===== config.mk =====
export PLATFORM = sky130hd
export DESIGN_NAME = bfloat16_mul_pipe
export DESIGN_NICKNAME = d
export VERILOG_FILES = /design/src/rtl/bf_pkg.sv /design/src/rtl/bf_unpack.sv /design/src/rtl/bfloat16_mul_pipe.sv
export SDC_FILE = /design/constraint.sdc
export NUM_CORES = 1
export LEC_CHECK = 0
export ABC_AREA = 1
export ABC_CLOCK_PERIOD_IN_PS = 6310
export CAP_MARGIN = 0
export CORE_MARGIN = 1
export CORE_UTILIZATION = 59
export CTS_CLUSTER_SIZE = 16
export DETAILED_ROUTE_END_ITERATION = 6
export HOLD_SLACK_MARGIN = 0.02
export PLACE_DENSITY = 0.84
export SLEW_MARGIN = 25
export SYNTH_ARGS = -nofsm -noshare
export SYNTH_HDL_FRONTEND = slang
export SYNTH_SLANG_ARGS = --single-unit

===== constraint.sdc =====
create_clock -name clk -period 6.31 [get_ports clk]
set_input_delay 1.262 -clock clk [delete_from_list [all_inputs] [get_ports clk]]
set_output_delay 1.262 -clock clk [all_outputs]
set_load 0.02 [all_outputs]

===== src/rtl/bf_pkg.sv =====
// Shared definitions for the bfloat16 multiplier pipeline.
// Holds the operand-class enum, the default format constants and a helper
// that builds the canonical quiet-NaN bit pattern for any exponent/fraction
// width combination.
package bf_pkg;

  typedef enum logic [1:0] {
    ZERO = 2'd0,
    NORM = 2'd1,
    INF  = 2'd2,
    NAN  = 2'd3
  } bf_class_e;

  localparam int DEF_EXP_W = 8;
  localparam int DEF_MAN_W = 7;
  localparam int DEF_BIAS  = 2 ** (DEF_EXP_W - 1) - 1;

  // Canonical NaN: sign 0, exponent all ones, only the fraction MSB set.
  // Returned in a wide vector so callers can slice out their own width.
  function automatic logic [63:0] canonical_nan(input int exp_w, input int man_w);
    logic [63:0] v;
    v = '0;
    for (int i = 0; i < exp_w; i++) begin
      v[man_w + i] = 1'b1;
    end
    v[man_w - 1] = 1'b1;
    return v;
  endfunction

endpackage


===== src/rtl/bf_unpack.sv =====
// Splits one floating-point operand into sign, biased exponent and mantissa
// (with the hidden bit restored) and classifies it.
// Subnormals are flushed: exp==0 is always ZERO and its mantissa reads as 0.
// Ports:
//   x     - packed operand {sign, exp, frac}
//   sign  - operand sign bit
//   exp   - biased exponent field
//   mant  - {hidden, frac}, zero for ZERO-class operands
//   cls   - ZERO / NORM / INF / NAN
module bf_unpack
  import bf_pkg::*;
#(
  parameter int EXP_W = DEF_EXP_W,
  parameter int MAN_W = DEF_MAN_W,
  localparam int WIDTH = 1 + EXP_W + MAN_W
) (
  input  logic [WIDTH-1:0] x,
  output logic             sign,
  output logic [EXP_W-1:0] exp,
  output logic [MAN_W:0]   mant,
  output bf_class_e        cls
);

  logic [MAN_W-1:0] frac;
  logic             exp_zero;
  logic             exp_ones;

  assign sign     = x[WIDTH-1];
  assign exp      = x[WIDTH-2 -: EXP_W];
  assign frac     = x[MAN_W-1:0];
  assign exp_zero = (exp == '0);
  assign exp_ones = (exp == '1);

  // Classification; the hidden bit is only restored for normal numbers so
  // that flushed subnormals contribute a clean zero mantissa downstream.
  always_comb begin
    cls  = NORM;
    mant = {1'b1, frac};
    if (exp_zero) begin
      cls  = ZERO;
      mant = '0;
    end else if (exp_ones) begin
      cls = (frac == '0) ? INF : NAN;
    end
  end

endmodule


===== src/rtl/bfloat16_mul_pipe.sv =====
// Three-stage pipelined floating-point multiplier (bfloat16 by default).
//   S1: unpack/classify both operands, xor signs, exponent sum ea+eb-BIAS
//   S2: unsigned mantissa product
//   S3: normalise, round-to-nearest-even, pack, raise flags (output register)
// Valid/ready handshaking on both sides with combinational backpressure, so
// a full pipeline still accepts one pair per cycle when the consumer drains.
// Ports:
//   clk, rst             - clock and synchronous active-high reset
//   in_valid, in_ready   - input handshake for operand pair a/b
//   a, b                 - operands {sign, exp, frac}
//   out_valid, out_ready - output handshake
//   result               - product
//   flags                - {invalid, overflow, underflow}, aligned with result
module bfloat16_mul_pipe
  import bf_pkg::*;
#(
  parameter int EXP_W = DEF_EXP_W,
  parameter int MAN_W = DEF_MAN_W,
  parameter int BIAS  = 2 ** (EXP_W - 1) - 1,
  localparam int WIDTH = 1 + EXP_W + MAN_W
) (
  input  logic             clk,
  input  logic             rst,
  input  logic             in_valid,
  output logic             in_ready,
  input  logic [WIDTH-1:0] a,
  input  logic [WIDTH-1:0] b,
  output logic             out_valid,
  input  logic             out_ready,
  output logic [WIDTH-1:0] result,
  output logic [2:0]       flags
);

  localparam int EW = EXP_W + 2;
  localparam int PW = 2 * MAN_W + 2;

  localparam logic [63:0]          NAN_WIDE = canonical_nan(EXP_W, MAN_W);
  localparam logic [WIDTH-1:0]     NAN_PAT  = NAN_WIDE[WIDTH-1:0];
  localparam logic signed [EW-1:0] EXP_MAX  = EW'(2 ** EXP_W - 1);
  localparam logic signed [EW-1:0] EXP_ONE  = EW'(1);
  localparam logic signed [EW-1:0] EXP_NIL  = '0;
  localparam logic signed [EW-1:0] BIAS_EW  = EW'(BIAS);

  logic             sa, sb;
  logic [EXP_W-1:0] ea, eb;
  logic [MAN_W:0]   ma, mb;
  bf_class_e        ca, cb;

  bf_unpack #(.EXP_W(EXP_W), .MAN_W(MAN_W)) u_unpack_a (
    .x(a), .sign(sa), .exp(ea), .mant(ma), .cls(ca)
  );

  bf_unpack #(.EXP_W(EXP_W), .MAN_W(MAN_W)) u_unpack_b (
    .x(b), .sign(sb), .exp(eb), .mant(mb), .cls(cb)
  );

  logic                 s1_valid, s2_valid;
  logic                 s1_sign, s2_sign;
  bf_class_e            s1_kind, s2_kind;
  logic signed [EW-1:0] s1_exp, s2_exp;
  logic [MAN_W:0]       s1_ma, s1_mb;
  logic [PW-1:0]        s2_prod;

  logic s1_load, s2_load, s3_load;

  // Each stage loads when empty or when its current contents leave this
  // cycle; this chains the consumer's ready back to the input combinationally.
  assign s3_load  = !out_valid || out_ready;
  assign s2_load  = !s2_valid || s3_load;
  assign s1_load  = !s1_valid || s2_load;
  assign in_ready = s1_load && !rst;

  // The result class is settled in S1 so later stages only carry one tag:
  // NaN inputs and inf*zero are invalid, otherwise inf dominates zero.
  bf_class_e            kind_c;
  logic signed [EW-1:0] exp_sum_c;

  always_comb begin
    kind_c = NORM;
    if (ca == NAN || cb == NAN || (ca == INF && cb == ZERO) || (ca == ZERO && cb == INF)) begin
      kind_c = NAN;
    end else if (ca == INF || cb == INF) begin
      kind_c = INF;
    end else if (ca == ZERO || cb == ZERO) begin
      kind_c = ZERO;
    end
  end

  assign exp_sum_c = $signed({2'b00, ea}) + $signed({2'b00, eb}) - BIAS_EW;

  // Stage valid bits are the only pipeline state that needs reset.
  always_ff @(posedge clk) begin
    if (rst) begin
      s1_valid <= 1'b0;
      s2_valid <= 1'b0;
    end else begin
      if (s1_load) s1_valid <= in_valid;
      if (s2_load) s2_valid <= s1_valid;
    end
  end

  // Stage 1 payload: captured only on an actual input transfer.
  always_ff @(posedge clk) begin
    if (s1_load && in_valid) begin
      s1_sign <= sa ^ sb;
      s1_kind <= kind_c;
      s1_exp  <= exp_sum_c;
      s1_ma   <= ma;
      s1_mb   <= mb;
    end
  end

  // Stage 2 payload: the full-width mantissa product.
  always_ff @(posedge clk) begin
    if (s2_load && s1_valid) begin
      s2_sign <= s1_sign;
      s2_kind <= s1_kind;
      s2_exp  <= s1_exp;
      s2_prod <= {{(MAN_W+1){1'b0}}, s1_ma} * {{(MAN_W+1){1'b0}}, s1_mb};
    end
  end

  // Stage 3 combinational: the product of two [1,2) mantissas lies in [1,4),
  // so at most one right shift is needed. Guard is the first dropped bit and
  // sticky ORs everything below it; a rounding carry-out wraps the fraction
  // to zero and bumps the exponent.
  logic [MAN_W-1:0]     frac_t, frac_f;
  logic [MAN_W:0]       frac_r;
  logic                 guard, sticky, round_up;
  logic signed [EW-1:0] exp_n, exp_f;
  logic [WIDTH-1:0]     result_c;
  logic [2:0]           flags_c;

  always_comb begin
    frac_t = s2_prod[2*MAN_W-1 -: MAN_W];
    guard  = s2_prod[MAN_W-1];
    sticky = |s2_prod[MAN_W-2:0];
    exp_n  = s2_exp;
    if (s2_prod[PW-1]) begin
      frac_t = s2_prod[2*MAN_W -: MAN_W];
      guard  = s2_prod[MAN_W];
      sticky = |s2_prod[MAN_W-1:0];
      exp_n  = s2_exp + EXP_ONE;
    end
    round_up = guard && (sticky || frac_t[0]);
    frac_r   = {1'b0, frac_t} + {{MAN_W{1'b0}}, round_up};
    frac_f   = frac_r[MAN_W-1:0];
    exp_f    = frac_r[MAN_W] ? exp_n + EXP_ONE : exp_n;

    result_c = {s2_sign, {(WIDTH-1){1'b0}}};
    flags_c  = 3'b000;
    case (s2_kind)
      NAN: begin
        result_c = NAN_PAT;
        flags_c  = 3'b100;
      end
      INF: begin
        result_c = {s2_sign, {EXP_W{1'b1}}, {MAN_W{1'b0}}};
      end
      ZERO: begin
        result_c = {s2_sign, {(WIDTH-1){1'b0}}};
      end
      default: begin
        if (exp_f >= EXP_MAX) begin
          result_c = {s2_sign, {EXP_W{1'b1}}, {MAN_W{1'b0}}};
          flags_c  = 3'b010;
        end else if (exp_f <= EXP_NIL) begin
          result_c = {s2_sign, {(WIDTH-1){1'b0}}};
          flags_c  = 3'b001;
        end else begin
          result_c = {s2_sign, exp_f[EXP_W-1:0], frac_f};
        end
      end
    endcase
  end

  // Output register: holds result and flags steady while the consumer stalls.
  always_ff @(posedge clk) begin
    if (rst) begin
      out_valid <= 1'b0;
      result    <= '0;
      flags     <= '0;
    end else if (s3_load) begin
      out_valid <= s2_valid;
      if (s2_valid) begin
        result <= result_c;
        flags  <= flags_c;
      end
    end
  end

endmodule

==> Word level (Yosys, flattened, before mapping) <==
Cells that the tools add are included.
{ "word_totals": {"out_inout_bits": 21, "wordCells": 86, "inputBits": 36, "reg_bits": 80} }
{ "op_classes": {"muxes": 21, "reduce_logical": 31, "add_sub_neg": 5, "n_bitwise": 1, "n_eq_ne": 8, "multipliers": 1, "magnitude_cmp": 2} }
{ "ops": {"columns": ["operator", "n"], "rows": [
  ["one-hot mux 16 bit (3 select lines)", 1],
  ["two-way mux 15 bit", 2],
  ["adder 10 x 2 -> 10 bit (second input constant)", 2],
  ["two-way mux 10 bit", 2],
  ["equality test 8 bit (second input constant)", 2],
  ["logical NOT 8 bit", 2],
  ["multiplier 8 x 8 -> 16 bit", 1],
  ["two-way mux 8 bit", 2],
  ["logical NOT 7 bit", 2],
  ["equality test 2 bit (second input constant)", 6],
  ["greater-or-equal comparator 10 x 9 -> 1 bit (second input constant)", 1],
  ["less-or-equal comparator 10 x 1 -> 1 bit (second input constant)", 1],
  ["two-way mux 2 bit", 5],
  ["subtractor 9 x 7 -> 10 bit (second input constant)", 1],
  ["adder 8 x 8 -> 9 bit", 1],
  ["logical OR 1 bit", 9],
  ["adder 7 x 1 -> 8 bit", 1],
  ["two-way mux 1 bit", 7],
  ["two-way mux 7 bit", 1],
  ["OR reduction 7 bit", 1],
  ["logical AND 1 bit", 6],
  ["logical NOT 2 bit", 3],
  ["one-hot mux 3 bit (2 select lines)", 1],
  ["OR reduction 6 bit", 1],
  ["4 further kinds", 8]
]} }

==> Depth between registers and ports, before layout <==
{ "depth": {"word_depth": 10, "ltp_mapped": 22, "depth_no_buf": 21} }

==> Cells and area by module <==
A second synthesis with hierarchy kept.
{ "hier_totals": {"cells_unflattened": 886, "hier_area_um2": 6821.5} }
{ "modules_own_cells": {"columns": ["mod", "cells_per_inst", "instances", "area_per_inst_um2", "seq_area_each_um2"], "rows": [
  ["bfloat16_mul_pipe", 788, 1, 6368.6, 2182.1],
  ["bf_unpack", 49, 2, 226.5, 0.0]
]} }

==> Worst setup path after synthesis <==
OpenSTA, ideal clock, no wires.
{ "synth_timing": {"path_kind": "reg2reg", "startpoint": "register s1_ma[1]", "endpoint": "register s2_prod[15] (data pin)", "required_ns": 6.048, "stages_incl_launch_ff": 21, "setup_slack_ns": 1.926, "setup_ns": 0.262, "n_path_buf": 1, "t_arrival_ns": 4.122, "period_less_slack_ns": 4.384, "cell_sequence": "edfxtp_1 > clkbuf_1 > nand2_1 > inv_1 > fa_1 > fa_1 > inv_1 > fa_1 > fa_1 > inv_1 > ha_1 > nand2_1 > nor2_1 > a211oi_1 > o21ai_0 > a21oi_1 > o21bai_1 > nand2_1 > nand2_1 > a21oi_1 > xor2_1"} }
{ "synth_via": {"elab_chain_cells": 1} }
{ "synth_lines": {"columns": ["element", "line", "rtl"], "rows": [
  ["start, declared", "bfloat16_mul_pipe.sv:61", "logic [MAN_W:0] s1_ma, s1_mb;"],
  ["start signal, assigned", "bfloat16_mul_pipe.sv:108", "s1_ma <= ma;"],
  ["multiplier 8 x 8 -> 16 bit", "bfloat16_mul_pipe.sv:119", "s2_prod <= {{(MAN_W+1){1'b0}}, s1_ma} * {{(MAN_W+1){1'b0}}, s1_mb};"],
  ["end signal, assigned", "bfloat16_mul_pipe.sv:119", null],
  ["end, declared", "bfloat16_mul_pipe.sv:62", "logic [PW-1:0] s2_prod;"]
]} }
No other way between the ends.
A chain may end at the register's enable or synchronous reset.

==> Worst setup path in the final report <==
Ends and elaborated chain as after synthesis.

==> impl_metrics.toml <==
[synthesis]
yosysSeqAreaShare = 0.334
yosysWarnings = 0
synth_top_family_by_area = "simple AND/OR/NAND/NOR gates"
synth_area_per_cell_sq_um = 7.96
synth-compound-area-share = 0.0724
ys_ff_latch = 80
synthDistinctLibCells = 42
synth-simple-area-share = 0.225
syn_nets = 947
synth.mux.area_fraction = 0
yosys.area_share.xor_xnor = 0.0282
synth_fa_ha_area_frac = 0.217
synth_area_sq_um = 6530
synth_cells = 820

[final_layout]
layout_common_cells = "nand2_1 (198), inv_1 (172), nor2_1 (62)"
fin_cells = 1008
n_antenna_cell = 0
final_common_cell = "nand2_1"
layout-drive-gt1-share = 0.0599
n_fill_cell = 858
syn_to_final_growth_pct = 12.2
layout.nets = 990

[grt]
first_global_vias = 4900
overflow = 0
grt_pass1_wl_microns = 21000
antenna_found_initial = 0
grt_max_degree = 30
grt_usage = 0.234

[detailed_routing]
first_iter_violations = 193
dr.pass1.iters = 5
vias = 5146
ant_nets = 0
routed_wl_microns = 12100
wl_met3_microns = 592
post_drt_wl_per_cell_microns = 12.0
top_layer = "met4"
wl_met2_microns = 6040
viasPerCell = 5.11
met1_length_microns = 5160
drc = 0

[setup_path]
rrSetupSlack_ps = 1600
crit_path_start_kind = "flop"
crit_path_start = "s1_ma[1]"
r2r-start = "s1_ma[1]"
r2r-end = "s2_prod[15]"
critPathCaptureType = "flop"
arrival_ps = 4850
crit_type = "flop to flop"
cp_max_fo = 8
reg2reg_depth = 19
worstPathRequired_ps = 6450

[cts]
path_clk_slew_ps = 90
cts.sinks = 80
post-cts-setup-buffers = 0
cts_tree = "yes"
postCtsHoldBufs = 0
post_cts_resized = 0
numCtsBuffers = 9
clock_latency_ps = 380
h-tree-depth = 3
cts_max_path_buffers = 2
clockRootBuffer = "clkbuf_8"

[pwr]
peakVddDrop_uv = 151
p_leak_nw = 3.75
p_per_area_nw_per_um2 = 250
total_power_mw = 1.83

[sta]
finalSetupViolations = 0
finalCriticalPeriod_ps = 4710
period_share = 0.746
rsz0062_at_grt = "false"
slew-limit-headroom = 0.479
fin_skew_ps = 10.7
setup-tns-final_ps = 0
tightest_slew_ps = 782
slew_viol_final = 0
hold_slack_ps = 422
fmax_mhz = 212
hold_viol = 0
fin_ws_ps = 1600

[die]
dieArea_sq_um = 11500
core_area_sq_um = 10800
pin_count = 57
die_w_microns = 107
die_y_microns = 107
num_rows = 38
initial_utilization = 0.605

[hold_path]
holdPathStages = 0
min_to = "s2_exp[5]"
min_from = "s1_exp[5]"
hold_path_class = "flop to flop"

[placement]
dp_cells = 992
gp_congestion = 0.894
dp_worst_setup_slack_ps = 1610
io_buffers = 56
dp_hpwl_microns = 9640

[flow_run]
maxCapViolCount = 0

[outcome]
status = "complete, no violations"
layer usage:
layer  track usage  vias to the layer above
met5             0                        -
met4         0.108                        0
met3        0.0407                       26
met2         0.411                      134
met1         0.278                     2347
li1              -                     2639
layout make-up:
class	instances	area [sq um]	share of cell area
multi-input cells	535	3540	0.484
clock buffers	9	124	0.0169
well taps	140	175	0.0239
flip-flops and latches	80	2180	0.298
clock inverters	7	58.8	0.00803
inverters	181	682	0.0931
repair buffers	56	561	0.0765
how the worst max path moves through the flow:
stage,end,slack [ps]
6_report,s2_prod[15],1600
5_1_grt,s2_prod[15],1370
4_1_cts,s2_prod[15],1590
3_5_place_dp,s2_prod[15],1610
3_3_place_gp,s2_prod[15],1730
2_1_floorplan,s2_prod[15],1930
power breakdown:
group          internal, mW  total [mW]  switching, mW
Sequential            0.660       0.697         0.0371
Clock                 0.149       0.359          0.210
Combinational         0.321       0.776          0.456
Total                  1.13        1.83          0.703
metrics by stage:
step	util	cell area, sq um
4_1_cts	0.679	7330
5_1_grt	0.679	7330
6_report	0.679	7330
3_3_place_gp	0.662	7140
3_5_place_dp	0.662	7140
2_1_floorplan	-	6530
cells in the mapped netlist:
library cell	number	share of area
a211oi_1	3	0.0034
a21boi_0	1	0.0012
a21o_1	3	0.0034
a21oi_1	37	0.028
a22oi_1	1	0.0012
a31oi_1	1	0.00096
buf_1	1	0.00057
buf_2	1	0.00077
buf_4	2	0.0023
buf_6	3	0.0052
clkbuf_1	17	0.0098
clkinv_1	1	0.00057
dfxtp_1	22	0.067
edfxtp_1	58	0.27
fa_1	37	0.11
ha_1	54	0.10
inv_1	174	0.10
inv_2	5	0.0029
inv_4	1	0.00096
nand2_1	198	0.11
nand2_2	13	0.012
nand2_4	1	0.0017
nand3_1	31	0.024
nand3_2	1	0.0015
nand3b_1	2	0.0023
nand4_1	10	0.0096
nor2_1	62	0.036
nor2_2	5	0.0048
nor2_4	4	0.0069
nor3_1	5	0.0038
nor4_1	6	0.0057
o2111ai_1	1	0.0013
o211ai_1	2	0.0023
o21ai_0	20	0.015
o21ai_1	2	0.0015
o21ai_2	2	0.0027
o21bai_1	7	0.0080
o41ai_1	2	0.0027
or2_2	2	0.0019
or4_1	1	0.0012
xnor2_1	6	0.0080
xor2_1	15	0.020
state kept, by name, summed over array words and instances, names as in the netlist:
signal     cells
flags          3
out_valid      1
result        16
s1_exp        10
s1_kind        2
s1_ma          8
s1_mb          8
s1_sign        1
s1_valid       1
s2_exp        10
s2_kind        2
s2_prod       16
s2_sign        1
s2_valid       1
cells by family after synthesis:
group | count (synthesis)
AND/OR/NAND/NOR | 341
buffers and inverters | 205
adder cells (fa/ha/maj) | 91
AO/OA/AOI/OAI | 82
flip-flops | 80
XOR/XNOR | 21
critical path, stage by stage, from the launching register on:
cell and delay, ps:
edfxtp_1 500, nand2_1 110, inv_1 60, fa_1 450, fa_1 560, inv_1 50
fa_1 460, fa_1 540, inv_1 40, ha_1 340, nand2_1 80, nor2_1 40
a211oi_1 350, o21ai_0 240, a21oi_1 190, o21bai_1 110, nand2_1 70, nand2_1 40
a21oi_1 150, xor2_1 90
No activity file was read; power rests on OpenSTA's default activity.
